--- config.mk ---
export PLATFORM = sky130hd
export DESIGN_NAME = xcvr_bringup_seq_flat
export DESIGN_NICKNAME = d
export VERILOG_FILES = /design/src/rtl/xcvr_seq_pkg.sv /design/src/rtl/xcvr_bringup_seq_if.sv /design/src/rtl/sync2.sv /design/src/rtl/xcvr_bringup_seq.sv /design/src/flat_wrapper.sv
export SDC_FILE = /design/constraint.sdc
export NUM_CORES = 1
export LEC_CHECK = 0
export CAP_MARGIN = 5
export CORE_MARGIN = 4
export CORE_UTILIZATION = 35
export DETAILED_ROUTE_END_ITERATION = 8
export GPL_TIMING_DRIVEN = 0
export PLACE_DENSITY = 0.51
export SETUP_SLACK_MARGIN = 0.3
export SLEW_MARGIN = 30
export SYNTH_ARGS = -nofsm -noshare
export SYNTH_HDL_FRONTEND = slang
export SYNTH_HIERARCHICAL = 1
export SYNTH_SLANG_ARGS = --single-unit
--- constraint.sdc ---
create_clock -name clk_50 -period 7 [get_ports clk_50]
set_input_delay 1.05 -clock clk_50 [delete_from_list [all_inputs] [get_ports clk_50]]
set_output_delay 1.05 -clock clk_50 [all_outputs]
set_load 0.02 [all_outputs]
--- src/rtl/xcvr_seq_pkg.sv ---
// Shared types and widths for the transceiver bring-up sequencer.
//   seq_state_t : encoded sequencer state, also driven out on seq_state
//   TMR_W       : width of the shared timer, loss filter and heartbeat counters
//   RETRY_W     : width of the recovery counter
package xcvr_seq_pkg;

    localparam int unsigned TMR_W   = 27;
    localparam int unsigned RETRY_W = 4;

    typedef enum logic [2:0] {
        POR_WAIT  = 3'd0,
        LOCK_WAIT = 3'd1,
        RUN       = 3'd2,
        RECOVER   = 3'd3,
        FAIL      = 3'd4
    } seq_state_t;

endpackage

--- src/rtl/xcvr_bringup_seq_if.sv ---
// Board-side bundle of the bring-up sequencer.
//   pll_locked, retry_req        : asynchronous inputs from the transceivers / pushbutton
//   system_reset_n, qsfp_rstn    : resets driven to the transceiver system and QSFP module
//   links_ready, seq_fail,
//   seq_state, retry_cnt,
//   lock_lost, heartbeat         : status, also used for the user LEDs
// master = the sequencer, slave = the transceiver/board side.
interface xcvr_bringup_seq_if #(
    parameter int unsigned NUM_PLL = 3
) ();

    logic [NUM_PLL-1:0]                  pll_locked;
    logic                                retry_req;
    logic                                system_reset_n;
    logic                                qsfp_rstn;
    logic                                links_ready;
    logic [2:0]                          seq_state;
    logic [xcvr_seq_pkg::RETRY_W-1:0]    retry_cnt;
    logic [NUM_PLL-1:0]                  lock_lost;
    logic                                seq_fail;
    logic                                heartbeat;

    modport master (
        input  pll_locked, retry_req,
        output system_reset_n, qsfp_rstn, links_ready, seq_state,
               retry_cnt, lock_lost, seq_fail, heartbeat
    );

    modport slave (
        output pll_locked, retry_req,
        input  system_reset_n, qsfp_rstn, links_ready, seq_state,
               retry_cnt, lock_lost, seq_fail, heartbeat
    );

endinterface

--- src/rtl/sync2.sv ---
// Two-flop synchronizer for asynchronous level inputs.
//   clk   : destination clock
//   rst_n : asynchronous active-low reset, clears both stages
//   d     : asynchronous input
//   q     : synchronized output, two clk cycles of latency
module sync2 #(
    parameter int unsigned WIDTH = 1
) (
    input  logic             clk,
    input  logic             rst_n,
    input  logic [WIDTH-1:0] d,
    output logic [WIDTH-1:0] q
);

    logic [WIDTH-1:0] meta;

    always_ff @(posedge clk or negedge rst_n) begin
        if (!rst_n) begin
            meta <= '0;
            q    <= '0;
        end else begin
            meta <= d;
            q    <= meta;
        end
    end

endmodule

--- src/rtl/xcvr_bringup_seq.sv ---
// Reset/bring-up sequencer for the QSFP and SDI transceivers: holds the
// transceiver reset through power-on, waits for every ATX PLL to lock,
// declares the links ready, and re-runs the sequence on lock loss with a
// bounded number of retries before parking in FAIL.
//   clk_50     : 50 MHz free-running clock
//   cpu_resetn : asynchronous active-low board reset
//   bus        : board-side bundle (locks, retry button, resets, status/LEDs)
module xcvr_bringup_seq
    import xcvr_seq_pkg::*;
#(
    parameter int unsigned NUM_PLL      = 3,
    parameter int unsigned POR_CYCLES   = 32'h0700_0000,
    parameter int unsigned RST_HOLD     = 1000,
    parameter int unsigned LOCK_TIMEOUT = 50_000_000,
    parameter int unsigned LOSS_FILTER  = 1024,
    parameter int unsigned MAX_RETRY    = 7
) (
    input  logic               clk_50,
    input  logic               cpu_resetn,
    xcvr_bringup_seq_if.master bus
);

    // Every count must fit the 27-bit timer, and the retry limit its counter.
    if (NUM_PLL < 1 ||
        POR_CYCLES   < 1 || POR_CYCLES   > (1 << TMR_W) ||
        RST_HOLD     < 1 || RST_HOLD     > (1 << TMR_W) ||
        LOCK_TIMEOUT < 1 || LOCK_TIMEOUT > (1 << TMR_W) ||
        LOSS_FILTER  < 1 || LOSS_FILTER  > (1 << TMR_W) ||
        MAX_RETRY > 15) begin : g_param_err
        $error("xcvr_bringup_seq: parameter out of range");
    end

    localparam logic [TMR_W-1:0]   POR_LAST  = TMR_W'(POR_CYCLES - 1);
    localparam logic [TMR_W-1:0]   HOLD_LAST = TMR_W'(RST_HOLD - 1);
    localparam logic [TMR_W-1:0]   TMO_LAST  = TMR_W'(LOCK_TIMEOUT - 1);
    localparam logic [TMR_W-1:0]   LOSS_LAST = TMR_W'(LOSS_FILTER - 1);
    localparam logic [RETRY_W-1:0] RETRY_MAX = RETRY_W'(MAX_RETRY);
    localparam logic [RETRY_W-1:0] RETRY_SAT = '1;

    logic [NUM_PLL-1:0] pll_s;
    logic               rr_s;
    logic               rr_d;

    seq_state_t         st;
    logic [TMR_W-1:0]   tmr;
    logic [TMR_W-1:0]   loss_cnt;
    logic [TMR_W-1:0]   hb_cnt;
    logic [RETRY_W-1:0] retry_cnt;
    logic [NUM_PLL-1:0] lock_lost;
    logic               system_reset_n;
    logic               qsfp_rstn;
    logic               links_ready;
    logic               seq_fail;

    logic               all_locked_c;
    logic               rr_rise_c;
    logic               fault_c;

    sync2 #(.WIDTH(NUM_PLL)) u_sync_lock (
        .clk   (clk_50),
        .rst_n (cpu_resetn),
        .d     (bus.pll_locked),
        .q     (pll_s)
    );

    sync2 #(.WIDTH(1)) u_sync_retry (
        .clk   (clk_50),
        .rst_n (cpu_resetn),
        .d     (bus.retry_req),
        .q     (rr_s)
    );

    assign all_locked_c = &pll_s;
    assign rr_rise_c    = rr_s & ~rr_d;

    // Lock timeout in LOCK_WAIT or filtered lock loss in RUN; a lock arriving
    // on the timeout cycle wins.
    assign fault_c = !all_locked_c &&
                     ((st == LOCK_WAIT && tmr == TMO_LAST) ||
                      (st == RUN && loss_cnt == LOSS_LAST));

    always_ff @(posedge clk_50 or negedge cpu_resetn) begin
        if (!cpu_resetn) begin
            st             <= POR_WAIT;
            tmr            <= '0;
            loss_cnt       <= '0;
            hb_cnt         <= '0;
            retry_cnt      <= '0;
            lock_lost      <= '0;
            rr_d           <= 1'b0;
            system_reset_n <= 1'b0;
            qsfp_rstn      <= 1'b0;
            links_ready    <= 1'b0;
            seq_fail       <= 1'b0;
        end else begin
            hb_cnt <= hb_cnt + TMR_W'(1);
            rr_d   <= rr_s;

            if (st == RUN) begin
                lock_lost <= lock_lost | ~pll_s;
            end

            if (fault_c) begin
                links_ready <= 1'b0;
                loss_cnt    <= '0;
                tmr         <= '0;
                if (retry_cnt == RETRY_MAX) begin
                    st             <= FAIL;
                    seq_fail       <= 1'b1;
                    system_reset_n <= 1'b1;
                end else begin
                    st             <= RECOVER;
                    system_reset_n <= 1'b0;
                    retry_cnt      <= (retry_cnt == RETRY_SAT) ? retry_cnt
                                                               : retry_cnt + RETRY_W'(1);
                end
            end else begin
                unique case (st)
                    POR_WAIT: begin
                        if (tmr == POR_LAST) begin
                            st             <= LOCK_WAIT;
                            tmr            <= '0;
                            system_reset_n <= 1'b1;
                            qsfp_rstn      <= 1'b1;
                        end else begin
                            tmr <= tmr + TMR_W'(1);
                        end
                    end
                    LOCK_WAIT: begin
                        if (all_locked_c) begin
                            st          <= RUN;
                            links_ready <= 1'b1;
                            loss_cnt    <= '0;
                        end else begin
                            tmr <= tmr + TMR_W'(1);
                        end
                    end
                    RUN: begin
                        loss_cnt <= all_locked_c ? '0 : loss_cnt + TMR_W'(1);
                    end
                    RECOVER: begin
                        if (tmr == HOLD_LAST) begin
                            st             <= LOCK_WAIT;
                            tmr            <= '0;
                            system_reset_n <= 1'b1;
                        end else begin
                            tmr <= tmr + TMR_W'(1);
                        end
                    end
                    FAIL: begin
                        // Operator retry: fresh retry budget, then a normal recovery.
                        if (rr_rise_c) begin
                            st             <= RECOVER;
                            tmr            <= '0;
                            retry_cnt      <= '0;
                            seq_fail       <= 1'b0;
                            system_reset_n <= 1'b0;
                        end
                    end
                    default: begin
                        st <= POR_WAIT;
                    end
                endcase
            end
        end
    end

    assign bus.system_reset_n = system_reset_n;
    assign bus.qsfp_rstn      = qsfp_rstn;
    assign bus.links_ready    = links_ready;
    assign bus.seq_state      = st;
    assign bus.retry_cnt      = retry_cnt;
    assign bus.lock_lost      = lock_lost;
    assign bus.seq_fail       = seq_fail;
    assign bus.heartbeat      = hb_cnt[TMR_W-1];

endmodule

--- src/flat_wrapper.sv ---
// flat-port wrapper written by rule: the top's interface ports become plain ports
module xcvr_bringup_seq_flat import xcvr_seq_pkg::*;
#(
    parameter int unsigned NUM_PLL      = 3,
    parameter int unsigned POR_CYCLES   = 32'h0700_0000,
    parameter int unsigned RST_HOLD     = 1000,
    parameter int unsigned LOCK_TIMEOUT = 50_000_000,
    parameter int unsigned LOSS_FILTER  = 1024,
    parameter int unsigned MAX_RETRY    = 7
)
  (clk_50, cpu_resetn, bus_pll_locked, bus_retry_req, bus_system_reset_n, bus_qsfp_rstn, bus_links_ready, bus_seq_state, bus_retry_cnt, bus_lock_lost, bus_seq_fail, bus_heartbeat);
  xcvr_bringup_seq_if #(.NUM_PLL(NUM_PLL)) bus_i ();
  input  logic clk_50;
  input  logic cpu_resetn;
  input wire logic [$bits(bus_i.pll_locked)-1:0] bus_pll_locked;
  input wire logic [$bits(bus_i.retry_req)-1:0] bus_retry_req;
  output wire logic [$bits(bus_i.system_reset_n)-1:0] bus_system_reset_n;
  output wire logic [$bits(bus_i.qsfp_rstn)-1:0] bus_qsfp_rstn;
  output wire logic [$bits(bus_i.links_ready)-1:0] bus_links_ready;
  output wire logic [$bits(bus_i.seq_state)-1:0] bus_seq_state;
  output wire logic [$bits(bus_i.retry_cnt)-1:0] bus_retry_cnt;
  output wire logic [$bits(bus_i.lock_lost)-1:0] bus_lock_lost;
  output wire logic [$bits(bus_i.seq_fail)-1:0] bus_seq_fail;
  output wire logic [$bits(bus_i.heartbeat)-1:0] bus_heartbeat;
  assign bus_i.pll_locked = bus_pll_locked;
  assign bus_i.retry_req = bus_retry_req;
  assign bus_system_reset_n = bus_i.system_reset_n;
  assign bus_qsfp_rstn = bus_i.qsfp_rstn;
  assign bus_links_ready = bus_i.links_ready;
  assign bus_seq_state = bus_i.seq_state;
  assign bus_retry_cnt = bus_i.retry_cnt;
  assign bus_lock_lost = bus_i.lock_lost;
  assign bus_seq_fail = bus_i.seq_fail;
  assign bus_heartbeat = bus_i.heartbeat;
  xcvr_bringup_seq #(.NUM_PLL(NUM_PLL), .POR_CYCLES(POR_CYCLES), .RST_HOLD(RST_HOLD), .LOCK_TIMEOUT(LOCK_TIMEOUT), .LOSS_FILTER(LOSS_FILTER), .MAX_RETRY(MAX_RETRY)) u_core (.clk_50(clk_50), .cpu_resetn(cpu_resetn), .bus(bus_i));
endmodule
==> run metrics <==
DR pass1 iterations=5; status=finished clean; VDD IR max=0.000106 V; cell count after synthesis=slightly above 600; Worst R2R Setup Slack=approximately 4200 ps; H-tree depth=3; CP Data Required Time=7230 ps; vias per cell=between 5 and 6; met3 Use GR=3.59%; Max Fclk=between 300 and 400 MHz; FF-to-FF Start=u_core/tmr[18]$_DFFE_PN0P_; GR peak layer=met2; DRC viols=0; Starting Density=a little over a third; Port Buf Inserts=20; R2R Path End=u_core/loss_cnt[18]$_DFFE_PN0P_; wire length per cell=between 15 and 20 um; Seq cells post-synth=104; post-synth design cell area=5530 um2; layout cell share with drive strength beyond 1=5.56%; Hold Path Sink=u_core/u_sync_lock/q[1]$_DFF_PN0_; Die Area=17900 um2; share of flip-flops with an asynchronous set or reset=100%; startpoint types=register; Avg Inst Size Synth=9.06 um2; Final Skew=roughly 13 ps; CTS sink count=between 100 and 150; final worst slack=4210 ps; worst hold start=u_core/u_sync_lock/meta[1]$_DFF_PN0_; CTS Buffer Depth=2; clock root buffer=clkbuf_16; met2 Track Usage GR=24.9%; Hold Fails Final Rpt=0; antenna cells=0; die extent in y=134 um; hpwl dp=9910 um; initial antenna violation count=0; Top FF cell, synth=dfrtp_1; number of global-route vias before repair=4591; CTS buffer count=9; Final Setup Violations=0; clk slew on worst S/H paths=roughly 70 ps; Reg2Reg Depth=8; total number of yosys warnings=6; GPL Wtd Cong=0.846; Syn Nets=between 600 and 700; CTS tree=yes; GRT met1 Usage=24.4%; Overflow after GRT=0; final wirelength=~14000 um; worst min path class=register to register; synth-to-layout area growth=14.1%; static leakage=approximately 2.6 nW; largest net degree at the start of global routing=64; postcts setup bufs=0; Setup CP Type=register to register; Min-Delay Path Depth=0; register area share after synthesis=a little under half; Arr. time, crit path=3020 ps; max_slew headroom=59.7%; Power Dens Cells=179 nW/um2; post-synthesis cell type count=61; worst-skew pair later-pin latency=350 ps; gr usage total=between 10% and 20%; critical-path maximum fanout=10; first-pass GRT wire length=24200 um; Slew @ Worst Pin=603 ps; Setup WS pre-CTS=4230 ps; # hold bufs at CTS=0; Post-synth EDFFs=0; Layout Nets=653; Critical Path End Type=register; die width=between 100 and 150 um; period utilization=39.9%; post_cts resized=0; drt initial violations=335; # fillers=1534; TNS Setup=0 ps; DRT antenna net count=0; Slew Viols, Final=0; core area=15400 um2; RSZ-0062 raised after global routing=false; Max Cap Viol=0; Core Rows=45; DR vias=4792; I/O Pins=21; clock period minus worst slack=2790 ps
[where the power goes]
group | switching, mW | leakage (nW) | total, mW | internal, mW
clock network | 0.229 | 0.141 | 0.509 | 0.280
registers | 0.00118 | 1.40 | 0.604 | 0.603
logic | 0.0133 | 1.04 | 0.0182 | 0.00497
total | 0.243 | 2.59 | 1.13 | 0.888
[layout by cell type (no fill, tap or decap), types with 3 or more instances in the layout]
| master | synthesis | layout |
|---|---|---|
| nor3_1 | 27 | 27 |
| a21o_1 | 8 | 8 |
| nand3_1 | 48 | 48 |
| o22ai_1 | 3 | 3 |
| clkdlybuf4s50_1 | 0 | 19 |
| nand2_1 | 88 | 88 |
| ha_1 | 4 | 4 |
| and4_1 | 12 | 12 |
| and3_1 | 16 | 16 |
| a21oi_1 | 26 | 26 |
| xnor2_1 | 21 | 21 |
| o21a_1 | 6 | 6 |
| mux2i_1 | 5 | 5 |
| xor2_1 | 11 | 11 |
| o21ai_0 | 38 | 38 |
| nand4_1 | 19 | 19 |
| nor2_1 | 25 | 25 |
| o211ai_1 | 5 | 5 |
| dfrtp_1 | 104 | 104 |
| or3_1 | 7 | 7 |
| buf_6 | 2 | 3 |
| inv_1 | 12 | 12 |
| nor2b_1 | 4 | 4 |
| or4_1 | 5 | 5 |
| buf_2 | 4 | 4 |
| nand4b_1 | 3 | 3 |
| a22oi_1 | 3 | 3 |
| clkbuf_16 | 0 | 9 |
| clkbuf_1 | 25 | 28 |
| a22o_1 | 4 | 4 |
| nor4_1 | 15 | 15 |
| o311ai_0 | 3 | 3 |
| a31oi_1 | 20 | 20 |
| o21bai_1 | 3 | 3 |
[sequential cells by signal (all words and copies together) (netlist names), 3 cells and up]
| signal | count |
|---|---|
| u_core/u_sync_lock/q | 3 |
| u_core/tmr | 27 |
| u_core/loss_cnt | 27 |
| u_core/u_sync_lock/meta | 3 |
| u_core/hb_cnt | 27 |
| u_core/bus.seq_state | 3 |
| u_core/bus.lock_lost | 3 |
| u_core/bus.retry_cnt | 4 |
[layout make-up]
type | instances | area, um2 | share of cell area, %
multi-input cells | 462 | 2740 | 43.4
flip-flops and latches | 104 | 2600 | 41.2
well taps | 211 | 264 | 4.18
clock buffers | 12 | 236 | 3.74
repair buffers | 21 | 229 | 3.63
plain buffers | 33 | 148 | 2.34
clock inverters | 4 | 52.6 | 0.832
inverters | 12 | 45.0 | 0.713
[synthesized netlist by cell type (6+ instances only)]
cell type  instances  area, um2
dfrtp_1          104       2600
nand2_1           88        330
nand3_1           48        240
o21ai_0           38        190
nor3_1            27        135
a21oi_1           26        130
clkbuf_1          25       93.8
nor2_1            25       93.8
xnor2_1           21        184
a31oi_1           20        125
nand4_1           19        119
and3_1            16        100
nor4_1            15       93.8
and4_1            12        105
inv_1             12       45.0
xor2_1            11       96.3
a21o_1             8       60.1
or3_1              7       43.8
o21a_1             6       45.0
[per-layer routing]
| layer | vias to the layer above | wire length [um] |
|---|---|---|
| met5 | - | 0 |
| met1 | 2359 | 7110 |
| met4 | 0 | 170 |
| met2 | 113 | 6310 |
| li1 | 2301 | - |
| met3 | 19 | 584 |
[metrics by stage]
| stage | hold slack [ps] | utilization [%] | instances | power (mW) | cell area (um2) |
|---|---|---|---|---|---|
| floorplan | 331 | - | 611 | 0.618 | 5530 |
| global placement | 336 | 39.0 | 842 | 0.634 | 6000 |
| detailed placement | 335 | 39.2 | 843 | 0.636 | 6030 |
| CTS | 351 | 41.1 | 859 | 1.15 | 6320 |
| global route | 355 | 41.1 | 859 | 1.18 | 6320 |
| finish | 346 | 41.1 | 859 | 1.13 | 6320 |
[logic make-up after synthesis]
family	after synthesis	share of synthesized area, %
adder cells (fa/ha/maj)	4	0.904
buffers and inverters	45	3.48
multiplexers	5	0.904
AND/OR/NAND/NOR	293	28.3
XOR/XNOR	32	5.06
AO/OA/AOI/OAI	128	14.3
flip-flops	104	47.0
[worst max-delay path: stages (launching register included)]
cell,delay [ps]
dfrtp_1,360
clkbuf_1,190
nor4_1,430
nand2_1,250
nor3_2,490
nor2_1,280
clkbuf_1,320
o21ai_0,250
o31ai_1,90
[how the worst max path moves through the flow]
stage                                           to  slack [ps]                                start  cells past startpoint
6_report           u_core/loss_cnt[18]$_DFFE_PN0P_        4210           u_core/tmr[18]$_DFFE_PN0P_                      8
3_3_place_gp           u_core/hb_cnt[26]$_DFF_PN0_         750                           cpu_resetn                      1
2_1_floorplan  u_core/bus.seq_state[1]$_DFFE_PN0P_        4620  u_core/bus.seq_state[2]$_DFFE_PN0P_                      7
3_5_place_dp       u_core/loss_cnt[18]$_DFFE_PN0P_        4230  u_core/bus.seq_state[0]$_DFFE_PN0P_                      8
5_1_grt            u_core/loss_cnt[18]$_DFFE_PN0P_        3960  u_core/bus.seq_state[0]$_DFFE_PN0P_                      8
4_1_cts            u_core/loss_cnt[18]$_DFFE_PN0P_        4200  u_core/bus.seq_state[0]$_DFFE_PN0P_                      8
No activity file was read; power rests on OpenSTA's default activity.
